<file path="config.mk">
export PLATFORM = sky130hd
export DESIGN_NAME = fetch_queue
export DESIGN_NICKNAME = d
export VERILOG_FILES = /design/src/rtl/fetch_queue_pkg.sv /design/src/rtl/fetch_fifo.sv /design/src/rtl/fetch_queue.sv
export SDC_FILE = /design/constraint.sdc
export NUM_CORES = 1
export LEC_CHECK = 0
export BUFFER_PORTS_ARGS = -buffer_cell sky130_fd_sc_hd__buf_2
export CORE_MARGIN = 3
export CORE_UTILIZATION = 55
export DETAILED_ROUTE_END_ITERATION = 16
export PLACE_DENSITY_LB_ADDON = 0.3
export SLEW_MARGIN = 20
export SYNTH_ARGS = -nofsm -noshare
export SYNTH_HDL_FRONTEND = slang
export SYNTH_SLANG_ARGS = --single-unit
</file>
<file path="constraint.sdc">
create_clock -name clock -period 7.4 [get_ports clock]
set_input_delay 0.37 -clock clock [delete_from_list [all_inputs] [get_ports clock]]
set_output_delay 0.37 -clock clock [all_outputs]
set_load 0.005 [all_outputs]
</file>
<file path="src/rtl/fetch_queue_pkg.sv">
// Shared fetch front-end constants and the queued {pc, inst} entry type.
// Used by fetch_queue and fetch_fifo.
package fetch_queue_pkg;

  localparam int INST_WIDTH = 32;
  localparam int PC_WIDTH   = 32;

  localparam logic [PC_WIDTH-1:0] FETCH_STRIDE   = 32'd4;
  localparam logic [PC_WIDTH-1:0] FETCH_RESET_PC = 32'h0000_0000;

  typedef struct packed {
    logic [PC_WIDTH-1:0]   pc;
    logic [INST_WIDTH-1:0] inst;
  } fetch_entry_t;

  function automatic logic [PC_WIDTH-1:0] align_pc(input logic [PC_WIDTH-1:0] pc);
    return {pc[PC_WIDTH-1:2], 2'b00};
  endfunction

endpackage

</file>
<file path="src/rtl/fetch_fifo.sv">
// Small circular buffer of fetched {pc, inst} entries with flush.
// The head reads as zero whenever the buffer is empty.
module fetch_fifo
  import fetch_queue_pkg::*;
#(
  parameter int DEPTH = 4,
  localparam int PW = $clog2(DEPTH),
  localparam int CW = PW + 1
) (
  input  logic          clock,
  input  logic          reset,
  input  logic          flush,
  input  logic          push,
  input  logic          pop,
  input  fetch_entry_t  push_entry,
  output fetch_entry_t  head,
  output logic [CW-1:0] count
);

  fetch_entry_t  mem [DEPTH];
  logic [PW-1:0] rd_ptr;
  logic [PW-1:0] wr_ptr;
  logic          do_push;
  logic          do_pop;

  assign do_pop  = pop && (count != '0);
  assign do_push = push && (count != CW'(DEPTH));

  always_ff @(posedge clock or posedge reset) begin
    if (reset) begin
      rd_ptr <= '0;
      wr_ptr <= '0;
      count  <= '0;
    end else if (flush) begin
      rd_ptr <= '0;
      wr_ptr <= '0;
      count  <= '0;
    end else begin
      if (do_push) wr_ptr <= wr_ptr + PW'(1);
      if (do_pop)  rd_ptr <= rd_ptr + PW'(1);
      case ({do_push, do_pop})
        2'b10:   count <= count + CW'(1);
        2'b01:   count <= count - CW'(1);
        default: count <= count;
      endcase
    end
  end

  // Storage needs no reset: entries are only observable through count.
  always_ff @(posedge clock) begin
    if (do_push && !flush) mem[wr_ptr] <= push_entry;
  end

  assign head = (count != '0) ? mem[rd_ptr] : '0;

endmodule

</file>
<file path="src/rtl/fetch_queue.sv">
// Instruction-fetch front end: owns the fetch PC, issues 1-cycle-latency
// word reads, and queues {pc, inst} pairs for decode with redirect/halt.
module fetch_queue
  import fetch_queue_pkg::*;
#(
  parameter int                  DEPTH    = 4,
  parameter logic [PC_WIDTH-1:0] RESET_PC = FETCH_RESET_PC
) (
  input  logic                    clock,
  input  logic                    reset,
  output logic                    imem_req,
  output logic [PC_WIDTH-3:0]     imem_addr,
  input  logic [INST_WIDTH-1:0]   imem_data,
  input  logic                    halt,
  input  logic                    redirect,
  input  logic [PC_WIDTH-1:0]     redirect_pc,
  output logic                    out_valid,
  input  logic                    out_ready,
  output logic [INST_WIDTH-1:0]   out_inst,
  output logic [PC_WIDTH-1:0]     out_pc
);

  localparam int CW = $clog2(DEPTH) + 1;

  logic [PC_WIDTH-1:0] fetch_pc;
  logic [PC_WIDTH-1:0] pc_next;
  logic [PC_WIDTH-1:0] inflight_pc;
  logic                inflight;
  logic                squash;
  logic                issue;
  logic                push;
  logic                pop;
  logic [CW-1:0]       count;
  logic [CW:0]         occupancy;
  fetch_entry_t        head;
  fetch_entry_t        push_entry;

  // Reserve a slot for the outstanding read so a return can never overflow.
  assign occupancy = {1'b0, count} + (CW+1)'(inflight);
  assign issue     = !reset && !halt && !redirect && (occupancy < (CW+1)'(DEPTH));
  assign pc_next   = fetch_pc + FETCH_STRIDE;

  assign imem_req  = issue;
  assign imem_addr = issue ? fetch_pc[PC_WIDTH-1:2] : '0;

  assign out_valid = (count != '0);
  assign pop       = out_valid && out_ready && !redirect;
  assign push      = inflight && !squash && !redirect;

  assign push_entry.pc   = inflight_pc;
  assign push_entry.inst = imem_data;

  always_ff @(posedge clock or posedge reset) begin
    if (reset) begin
      fetch_pc    <= align_pc(RESET_PC);
      inflight    <= 1'b0;
      inflight_pc <= '0;
      squash      <= 1'b0;
    end else begin
      squash <= redirect;
      if (redirect) begin
        fetch_pc <= align_pc(redirect_pc);
        inflight <= 1'b0;
      end else begin
        inflight <= issue;
        if (issue) begin
          inflight_pc <= fetch_pc;
          fetch_pc    <= pc_next;
        end
      end
    end
  end

  fetch_fifo #(.DEPTH(DEPTH)) u_fifo (
    .clock      (clock),
    .reset      (reset),
    .flush      (redirect),
    .push       (push),
    .pop        (pop),
    .push_entry (push_entry),
    .head       (head),
    .count      (count)
  );

  assign out_inst = head.inst;
  assign out_pc   = head.pc;

endmodule
</file>
==> out/results.txt <==
top cells by count, synth: edfxtp_1 (248), and2_1 (88), dfrtp_1 (69)
placed inst area: 13900 um^2
fmax: 0.303 GHz
RSZ-0062 raised after global routing: false
Yosys top cell by area: edfxtp_1
R2R cell count: 8
Net Switching: 1.25 mW
IO buf count: 160
syn avg cell area: 16.8 um^2
core region area: 22800 um^2
pins over their slew limit: 0
Worst Hold Class: in -> reg
Worst Tran Pin Value: 0.993 ns
share of cells above drive strength 1: 30.8%
clock sink count: 317
hold depth: 3
# nets final: 1000
GRT Residual Overflow: 0
Post-Layout Inst Area: 15000 um^2
pwr/cell area: 325 nW/um^2
Max rail drop VDD: 0.000214 V
GRT Overall Usage: 20.3%
Layout Skew: 0.0101 ns
Slew Limit Headroom: 33.8%
Internal Power: 3.64 mW
root buffer cell: clkbuf_16
FFs w/ async S/R, synth: 21.8%
synthesis-stage register bit count: 317
Post-synth EDFFs: 248
First-pass DRT Iterations: 5
Clock Power Share: 35.1%
startpoint types: flip-flop
Area Overhead vs Synth: 17.5%
Clk pin slew, worst setup/hold paths: 0.06 ns
CTS tree: yes
Synth area leaders: edfxtp_1 (58%), dfrtp_1 (13%), mux4_2 (11%)
ANT nets after route: 0
# setup viols final: 0
sequential area share after synthesis: 71.7%
count of cell types in the netlist: 53
Final Hold Fails: 0
Leak: 5.78 nW
first-pass GRT wire length: 39300 um
die height: 159 um
min Tclk post-route: 3.30 ns
Via Count: 7228
Die Span X: 159 um
Yosys warning total: 0
Main synth FF type: edfxtp_1
DRC Markers: 0
Inserted Clock Buffers: 34
largest net degree at the start of global routing: 66
Final HPWL DP: 14700 um
htree depth: 2
Gate power share: 19.3%
Crit path required time: 7.03 ns
most numerous cell in the Yosys netlist: edfxtp_1
# rows: 55
Initial DRC Count: 482
Initial Util: 56.2%
status: finished clean
Synth top area share: 58.2%
number of global-route vias before repair: 7176
vias per inst: 5.73
mapped cell area: 12800 um^2
CP arrival: 2.93 ns
Max-cap violations: 0
DR WL/cell: 20.3 um
Post-Syn Instances: 763
final critical-path setup slack: 4.10 ns
routability congestion estimate: 0.831
Final period util: 44.6%
Clock Latency Late Sink: 0.49 ns
I/O Pins: 165
element type at the critical path end: output pin
setup slack at placement: 4.10 ns
setup TNS: 0 ns
CP Class: reg -> out
initial antenna violation count: 4
Routed WL: 25600 um
Post-CTS Setup Repair Bufs: 0
die area: 25100 um^2
Critical Path Fanout Max: 46
PnR Total Power: 4.89 mW
switch share: 25.5%
Reg power frac: 45.6%
CTS max path bufs: 3
Resized Gates After CTS: 0
==> worst paths after layout <==
kind,from,slack [ns],end
max in group asynchronous,reset,5.99,inflight_pc[7]
min in group asynchronous,reset,0.35,u_fifo.count[1]
worst max register to register,u_fifo.count[1],4.64,u_fifo.count[2]
worst max-delay path,u_fifo.rd_ptr[0],4.10,out_pc[3]
worst min-delay path,redirect_pc[4],0.08,fetch_pc[4]
worst min register to register,inflight_pc[16],0.51,u_fifo.mem[3][48]
==> sequential cells by signal, summed over array words and instances (netlist names) <==
| register | cells |
|---|---|
| fetch_pc | 30 |
| squash | 1 |
| u_fifo.rd_ptr | 2 |
| u_fifo.count | 3 |
| inflight | 1 |
| u_fifo.mem | 248 |
| inflight_pc | 30 |
| u_fifo.wr_ptr | 2 |
==> layout by cell type (no fill, tap or decap), types with 3 or more instances in the layout <==
master and n:
edfxtp_1 248, buf_2 160, and2_1 84, dfrtp_1 67
mux4_2 62, nand2_1 49, clkbuf_16 35, nor2_1 26
a21o_1 25, inv_1 17, nand3_1 16, nand4_1 14
o21ai_0 13, o211ai_1 8, clkinv_1 8, a21oi_1 7
bufinv_16 6, or4_1 5, a22oi_1 5, ha_1 5
buf_4 5, mux2i_1 4, a31oi_1 4, nor3_1 4
and2_4 4, a221o_1 4, and3_1 4, xnor2_1 3
a31o_2 3, o311ai_0 3, o31ai_1 3, nor4_1 3
or3_1 3, clkinv_2 3, clkbuf_1 3
==> metrics by stage <==
stage	hold WS [ns]	util, %	instances
3_3_place_gp	0.300	60.9	1201
6_report	0.0776	66.0	1261
2_1_floorplan	0.401	-	764
3_5_place_dp	0.294	60.9	1201
4_1_cts	0.0622	66.0	1260
5_1_grt	0.0677	66.0	1260
==> timing repair <==
action,4_1_cts,5_1_grt
endpoints found under the setup margin,0,0
hold buffers,1,0
endpoints found under the hold margin,6,0
==> power by group through the flow <==
stage,Combinational (mW),Sequential [mW],Clock [mW]
after CTS,0.971,2.23,1.75
after global placement,0.953,2.26,0
after floorplan,0.648,2.19,0
final,0.944,2.23,1.72
after detailed placement,0.968,2.27,0
after global routing,1.06,2.25,1.83
==> layout make-up <==
cell class,instances,area [um^2]
diodes,1,2.50
well taps,313,392
multi-input cells,387,3410
repair buffers,166,848
inverters,19,76.3
clock inverters,20,250
flip-flops and latches,317,9180
clock buffers,38,887
fillers,1584,7730
==> critical path: stages (launching register included) <==
cell and delay (ns):
dfrtp_4 0.66, buf_4 0.82, mux4_2 0.62, and2_1 0.20
buf_2 0.13
==> per-layer routing <==
metal  part of all wire (%)  routed length (um)  GRT usage [%]
met5                   0.20                  50              0
met4                    1.9                 497           5.57
met3                    6.2                1580           4.62
met2                     49               12500           32.8
met1                     43               10900           28.3
==> kinds of logic after synthesis <==
family	Yosys count	share of synthesized area, %
flip-flops	317	71.7
AND/OR/NAND/NOR	221	9.22
AO/OA/AOI/OAI	86	4.81
multiplexers	67	11.3
buffers and inverters	60	2.00
adder cells (fa/ha/maj)	6	0.645
XOR/XNOR	5	0.342
other	1	0.0293
Note: power is estimated with default switching activity, not from simulation.
